**src/rtl/instr_fetch_queue_pkg.sv**
```systemverilog
// Shared instruction-format definitions for the fetch queue.
// 9-bit word: opcode [8:6], ra [5:3], rb [2:0]; the all-zero word is HLT.
package instr_fetch_queue_pkg;
  localparam int INSTR_W = 9;
  localparam int OP_MSB  = 8;
  localparam int OP_LSB  = 6;
  localparam int RA_MSB  = 5;
  localparam int RA_LSB  = 3;
  localparam int RB_MSB  = 2;
  localparam int RB_LSB  = 0;

  localparam logic [2:0] OP_HLT = 3'b000;
  localparam logic [2:0] OP_XOR = 3'b110;
  localparam logic [2:0] OP_NOT = 3'b111;

  localparam logic [INSTR_W-1:0] HLT_WORD = '0;

  function automatic logic is_hlt(input logic [INSTR_W-1:0] word);
    return word == HLT_WORD;
  endfunction
endpackage

```
**src/rtl/instr_fetch_queue_fifo.sv**
```systemverilog
// Synchronous DEPTH-entry FIFO of {pc, instr}; head is read straight from storage.
// Flush wins over push and pop; the caller guarantees no push when full or pop when empty.
module ifq_fifo #(
  parameter int DEPTH = 4,
  parameter int W     = 17
) (
  input  logic                   clk,
  input  logic                   reset,
  input  logic                   push,
  input  logic [W-1:0]           push_data,
  input  logic                   pop,
  input  logic                   flush,
  output logic [W-1:0]           head,
  output logic [$clog2(DEPTH):0] count
);
  localparam int PW = $clog2(DEPTH);

  logic [W-1:0]  mem [DEPTH];
  logic [PW-1:0] wr_ptr;
  logic [PW-1:0] rd_ptr;

  assign head = mem[rd_ptr];

  // Storage carries no reset; validity is tracked purely by count.
  always_ff @(posedge clk) begin
    if (push && !flush) begin
      mem[wr_ptr] <= push_data;
    end
  end

  always_ff @(posedge clk or posedge reset) begin
    if (reset) begin
      wr_ptr <= '0;
      rd_ptr <= '0;
      count  <= '0;
    end else if (flush) begin
      wr_ptr <= '0;
      rd_ptr <= '0;
      count  <= '0;
    end else begin
      if (push) wr_ptr <= wr_ptr + 1'b1;
      if (pop)  rd_ptr <= rd_ptr + 1'b1;
      case ({push, pop})
        2'b10:   count <= count + 1'b1;
        2'b01:   count <= count - 1'b1;
        default: count <= count;
      endcase
    end
  end
endmodule

```
**src/rtl/instr_fetch_queue.sv**
```systemverilog
// Fetch PC, single in-flight memory request tracker, halt control and decode queue.
// Issue-to-dec_valid is 2 cycles; fetch throttles on queue occupancy plus in-flight.
module instr_fetch_queue
  import instr_fetch_queue_pkg::*;
#(
  parameter int DEPTH = 4,
  parameter int AW    = 8
) (
  input  logic               clk,
  input  logic               reset,
  output logic               imem_rd,
  output logic [AW-1:0]      imem_addr,
  input  logic [INSTR_W-1:0] imem_data,
  input  logic               redirect,
  input  logic [AW-1:0]      redirect_pc,
  output logic               dec_valid,
  input  logic               dec_ready,
  output logic [AW-1:0]      dec_pc,
  output logic [2:0]         dec_op,
  output logic [2:0]         dec_ra,
  output logic [2:0]         dec_rb,
  output logic               halted
);
  localparam int CW = $clog2(DEPTH) + 1;
  localparam int EW = AW + INSTR_W;

  logic [AW-1:0] pc;
  logic [AW-1:0] inflight_pc;
  logic          inflight;
  logic [CW-1:0] count;
  logic [CW-1:0] pending;
  logic [EW-1:0] head;
  logic          push;
  logic          pop;
  logic          hlt_arrive;

  assign push       = inflight && !redirect;
  assign hlt_arrive = push && is_hlt(imem_data);
  assign pending    = count + CW'(inflight);
  assign pop        = dec_valid && dec_ready;

  // Blocking issue while a HLT lands keeps any later word out of the queue.
  assign imem_rd   = !reset && !halted && !redirect && !hlt_arrive && (pending < CW'(DEPTH));
  assign imem_addr = pc;

  ifq_fifo #(
    .DEPTH (DEPTH),
    .W     (EW)
  ) u_fifo (
    .clk       (clk),
    .reset     (reset),
    .push      (push),
    .push_data ({inflight_pc, imem_data}),
    .pop       (pop),
    .flush     (redirect),
    .head      (head),
    .count     (count)
  );

  assign dec_valid = (count != '0);
  assign dec_pc    = dec_valid ? head[EW-1:INSTR_W]    : '0;
  assign dec_op    = dec_valid ? head[OP_MSB:OP_LSB]   : '0;
  assign dec_ra    = dec_valid ? head[RA_MSB:RA_LSB]   : '0;
  assign dec_rb    = dec_valid ? head[RB_MSB:RB_LSB]   : '0;

  always_ff @(posedge clk or posedge reset) begin
    if (reset) begin
      pc          <= '0;
      inflight    <= 1'b0;
      inflight_pc <= '0;
      halted      <= 1'b0;
    end else if (redirect) begin
      pc       <= redirect_pc;
      inflight <= 1'b0;
      halted   <= 1'b0;
    end else begin
      inflight <= imem_rd;
      if (imem_rd) begin
        pc          <= pc + 1'b1;
        inflight_pc <= pc;
      end
      if (hlt_arrive) halted <= 1'b1;
    end
  end
endmodule

```
**config.mk**
```make
export PLATFORM = sky130hd
export DESIGN_NAME = instr_fetch_queue
export DESIGN_NICKNAME = d
export VERILOG_FILES = /design/src/rtl/instr_fetch_queue_pkg.sv /design/src/rtl/instr_fetch_queue_fifo.sv /design/src/rtl/instr_fetch_queue.sv
export SDC_FILE = /design/constraint.sdc
export NUM_CORES = 1
export LEC_CHECK = 0
export CAP_MARGIN = 40
export CORE_MARGIN = 8
export CORE_UTILIZATION = 30
export CTS_CLUSTER_SIZE = 10
export DETAILED_ROUTE_END_ITERATION = 7
export SLEW_MARGIN = 0
export SYNTH_ARGS = -nofsm -noshare
export SYNTH_HDL_FRONTEND = slang
export SYNTH_SLANG_ARGS = --single-unit
```
**constraint.sdc**
```tcl
create_clock -name clk -period 1.85 [get_ports clk]
set_input_delay 0.185 -clock clk [delete_from_list [all_inputs] [get_ports clk]]
set_output_delay 0.185 -clock clk [all_outputs]
set_load 0.02 [all_outputs]
```
After elaboration in Yosys (flattened, before gate mapping):

Memory sizes are Yosys's and may differ from the RTL's.
Cells that the tools add are included.

* reduce and logical (&&, ||, !) cells: 20
* bitwise operators: 1
* mux-type cells: 17
* equal/unequal tests: 2
* order comparisons: 1
* $add $sub $neg: 6

Operator list (number)
* 8-bit 2-to-1 mux: 3
* 3-bit 2-to-1 mux: 4
* 9-bit zero test: 1
* 8-bit by 1-bit adder with 8-bit output, second input constant: 1
* 1-bit logical AND: 8
* 2-bit 2-to-1 mux: 4
* 2-bit nonzero test: 4
* 3-bit case mux with 2 select lines: 1
* 3-bit nonzero test: 2
* 1-bit 2-to-1 mux: 5
* 2-bit by 1-bit adder with 2-bit output, second input constant: 2
* 1-bit zero test: 4
* 3-bit by 1-bit adder with 3-bit output: 1
* 3-bit by 1-bit adder with 3-bit output, second input constant: 1
* 3-bit < comparator, second input constant: 1
* 3-bit by 1-bit subtractor with 3-bit output, second input constant: 1
* 2-bit by 1-bit equality test with 1-bit output, second input constant: 1
* 2-bit equality test, second input constant: 1
* 2-bit AND reduction: 1
* 1-bit inverter: 1

* RAM bits: 68
* output and inout port bits: 28
* memories: 1
* bits in registers: 25
* word-level logic and storage cells: 55

Memories
* u_fifo.mem: depth 4, bits a word 17, rd ports 1, clocked after Yosys merged registers in 0, wr ports 1, line instr_fetch_queue_fifo.sv:18 `logic [W-1:0] mem [DEPTH];`

Longest topological paths before layout:

* depth in word-level cells: 8
* mapped depth: 7

Cells and area by module:

A second synthesis with hierarchy kept.

* cell total of the unflattened synthesis: 241
* area total of the unflattened synthesis: 3998.8 µm²

Modules (own cells, without submodules)
* ifq_fifo: area each 2926.6 µm², instances 1, cells each 131
* instr_fetch_queue: area each 1072.3 µm², instances 1, cells each 110

Worst setup path after synthesis:

OpenSTA, ideal clock, no wires.

* path type: flip-flop to flip-flop
* start: register u_fifo.count[0]
* end: register u_fifo.count[2]
* period minus slack after synthesis: 1850 ps
* arrival: 1762 ps
* path buffers: 0
* setup slack: 0 ps
* cell stages (with the launch flop): 7
* cells stage by stage: dfrtp_1 o31ai_2 nor2_1 fa_1 and3_1 o21ai_0 nor3b_1

* word-level cells in the longest chain between the ends: 5
* elaborated cells on any way between the ends: 9
* those cells by class: add/sub: 2; eq/ne: 2; mux: 2; reduce/logical: 3

Ends and longest elaborated chain
* from (decl): line instr_fetch_queue_fifo.sv:14 `output logic [$clog2(DEPTH):0] count`
* from (signal assigned): line instr_fetch_queue_fifo.sv:44 `2'b10: count <= count + 1'b1;`
* from (signal assigned): line instr_fetch_queue_fifo.sv:45 `2'b01: count <= count - 1'b1;`
* from (signal assigned): line instr_fetch_queue_fifo.sv:46 `default: count <= count;`
* branches (longest 5 deep; another with 3-bit by 1-bit subtractor with 3-bit output)

Parallel ways; which one is timed is not known.
A chain may end at the register's enable or synchronous reset.

Worst setup path in the final report:

* start: register u_fifo.rd_ptr[0]
* end: output dec_op[2]

* word-level cells in the longest chain between the ends: 2

Ends and longest elaborated chain
* from (decl): line instr_fetch_queue_fifo.sv:20 `logic [PW-1:0] rd_ptr;`
* from (signal assigned): line instr_fetch_queue_fifo.sv:42 `if (pop) rd_ptr <= rd_ptr + 1'b1;`
* memory 4 x 17 bit
* 3-bit 2-to-1 mux: line instr_fetch_queue.sv:62 `assign dec_op = dec_valid ? head[OP_MSB:OP_LSB] : '0;`
* to (decl): line instr_fetch_queue.sv:19 `output logic [2:0] dec_op,`

Every way passes these cells.

==> summary.txt <==
Outcome
  • Status: finished with violations
  • Failing checks: setup timing

Critical path
  • R2R depth: 7
  • CP required: 1.66 ns
  • Crit path DAT: between 1.5 and 2 ns
  • WS Path Type: reg2out
  • Worst path max stage delay: approximately 0.51 ns
  • Critical-path top delay cell: mux4_2
  • Critical path capture point type: output pin
  • R2R setup slack: around 0.05 ns
  • Setup crit start: u_fifo.rd_ptr[0]$_DFFE_PP0P_
  • Startpoint types: register
  • Critical-path cell list: buf_12, mux4_2, and2_4, buf_6
  • Crit path max fanout: 7
  • FF-to-FF Start: u_fifo.count[1]$_DFFE_PP0P_

Synthesis
  • Syn nets: 267
  • Synth Instances: 240
  • Synth Area in Compound Gates: 0.04278
  • Yosys warns: 0
  • Ys flop type: edfxtp_1
  • Mapped Avg Cell Area: ~16 sq um
  • Simple-gate share of the synthesized area: 0.1052
  • EDFF count, synth: just under 70
  • Adder-cell area share of the yosys netlist: 0.02091
  • Distinct cell type count of the synthesized netlist: a little under 50
  • Async S/R FF share, synth: 0.2688
  • Synth area leader: edfxtp_1
  • Multiplexer share of the synthesized area: 0.1220
  • Seq/Total Area, Yosys: 0.6755
  • Top cells by area, synth: edfxtp_1, dfrtp_1, mux4_2
  • Post-Syn Area: ~0.0039 sq mm
  • Number of synthesized register bits: 93
  • Synth top area share: 0.5171
  • Main combinational cell family by area after synthesis: multiplexers
  • Xor/xnor share of the synthesized area: 0.008872

STA
  • Relative slew slack: 0.8189
  • RSZ-0062 raised after global routing: true
  • Slew @ Worst Pin: 0.2708 ns
  • Crit share post-route: 1.039
  • Min Hold Slack: 0.1335 ns
  • Peak Freq: between 0.5 and 0.6 GHz
  • Min Tclk post-route: ~1.9 ns
  • # setup viols final: 17
  • Setup Skew: 0.008555 ns
  • Fin. Hold Viols: 0
  • Final setup TNS: -0.9011 ns
  • Final worst slack: -0.07279 ns
  • Final number of max-transition violations: 0

Die
  • Core box area: roughly 0.013 sq mm
  • Initial Utilization: 0.3030
  • Die Ht: ~130 um
  • Chip width: ~130 um
  • Full die area: approximately 0.017 sq mm
  • IO Count: 49
  • Cell Rows: 42

Clock network
  • Clock Latency Late Sink: ~0.34 ns
  • TritonCTS clock tree: built
  • Root buffer cell: clkbuf_16
  • CTS H-Tree Depth: 3
  • Clk sink count: 93
  • Worst-path clk slew: 0.06 ns
  • CTS buffer count: 9
  • Buffer depth of the longest clock path: 2

Placement
  • GPL Wtd Cong: between 0.7 and 0.8
  • Hpwl dp: 5.577 mm
  • Worst slack at placement: -0.3198 ns
  • IO Port Bufs: 48

Layout
  • N_diodes: 0
  • Share of layout cells above drive strength 1: 0.3708
  • Synth-to-layout area growth: 36.98%
  • Most frequent cells in the layout: edfxtp_1, clkdlybuf4s50_1, buf_4
  • Commonest non-fill, non-tap cell in the layout: edfxtp_1
  • Nets: roughly 350

GRT
  • Grt ovf: 0
  • GRT Total Usage: 0.1029
  • First-pass GRT wire length: roughly 13 mm
  • Initial antenna violation count: 0
  • Number of global-route vias before repair: 2483
  • Largest net degree at the start of global routing: 21

Detailed routing
  • Via count: around 2400
  • First-pass detailed-route iteration total: 4
  • Final wirelength: approximately 8.4 mm
  • Drc violations: 0
  • Drt initial violations: around 100
  • Drt wl/cell: ~17 um
  • Post-DR vias/cell: 4.673
  • Routed Antenna Nets: 0

Flow run
  • Number of max-cap violations: 0

Worst hold path
  • Worst hold path class: in2async

Pwr
  • Cell area power density: ~1300 mW/mm^2
  • LEAKAGE: around 2.0 nW
  • Total power: roughly 0.0073 W
  • Max IR drop VDD: 0.6465 mV
[registers in the layout, indices dropped and copies added (netlist names)]
name	count
halted	1
inflight_pc	8
u_fifo.rd_ptr	2
u_fifo.wr_ptr	2
inflight	1
u_fifo.mem	68
u_fifo.count	3
imem_addr	8
[final timing paths]
| path | endpoint |
|---|---|
| setup reg to reg | u_fifo.count[2]$_DFFE_PP0P_ |
| hold reg to reg | u_fifo.mem[0][12]$_DFFE_PP_ |
| hold / removal | u_fifo.count[1]$_DFFE_PP0P_ |
| max in group asynchronous | inflight$_DFF_PP0_ |
| setup / recovery | dec_op[2] |
| min in group clk | imem_addr[3]$_DFFE_PP0P_ |
[routing by layer]
layer | global-route usage | part of all wire
met5 | 0 | 0
met4 | 0.03444 | 0.013
met3 | 0.03044 | 0.051
met2 | 0.1770 | 0.50
met1 | 0.1204 | 0.44
[logic make-up after synthesis]
| logic type | after synthesis |
|---|---|
| fa+ha+maj | 6 |
| compound gates | 23 |
| mux | 26 |
| simple gates | 70 |
| buf+inv | 18 |
| flops | 93 |
| xor+xnor | 4 |
[repair_timing]
| action | in CTS | in global routing |
|---|---|---|
| gates cloned | 1 | 0 |
| setup endpoints to repair | 27 | 21 |
| buffers inserted | 1 | 0 |
| hold buffers | 0 | 0 |
| resized for setup | 133 | 12 |
| pin swaps | 1 | 0 |
[worst max-delay path: cells and delay by family, from the launching register on]
kind / cells / cell delay, ns
buf+inv: 2 / 0.28
flops: 1 / 0.44
mux: 1 / 0.51
simple gates: 1 / 0.18
[metrics by stage]
step	area, sq um	utilization	std cells
finish	5409	0.4150	505
global route	5409	0.4150	505
CTS	5403	0.4146	506
detailed placement	4925	0.3779	488
global placement	4925	0.3779	488
floorplan	3958	-	240
[final cells by class]
| cell class | count | area (sq um) |
|---|---|---|
| clock buffer | 10 | 229.0 |
| clock inverter | 6 | 118.9 |
| fill | 1235 | 7624 |
| inverter | 7 | 28.78 |
| multi-input combinational | 129 | 1279 |
| sequential | 93 | 2673 |
| tap | 176 | 220.2 |
| timing repair buffer | 84 | 860.8 |
[synthesized netlist by cell type (2+ instances only)]
cell type and number:
a221o_1 2, a31oi_1 3, and2_1 21, buf_2 3, buf_6 3, clkbuf_1 4
dfrtp_1 25, edfxtp_1 68, ha_1 5, inv_1 4, inv_2 2, mux2_1 7
mux2i_1 2, mux4_2 17, nand2_1 8, nand3_1 4, nand4_1 2, nor2_1 9
nor2b_1 2, nor3_1 5, o211ai_1 4, o21ai_0 3, o21ai_1 2, o31ai_1 2
or3_1 5, or4_1 3, xor2_1 3
[power by group]
part / internal [W] / switching, W
Combinational: 0.00132 / 0.00108
Sequential: 0.00254 / 0.000238
Clock: 0.00134 / 0.000771
Total: 0.00520 / 0.00208
No activity file was read; power rests on OpenSTA's default activity.
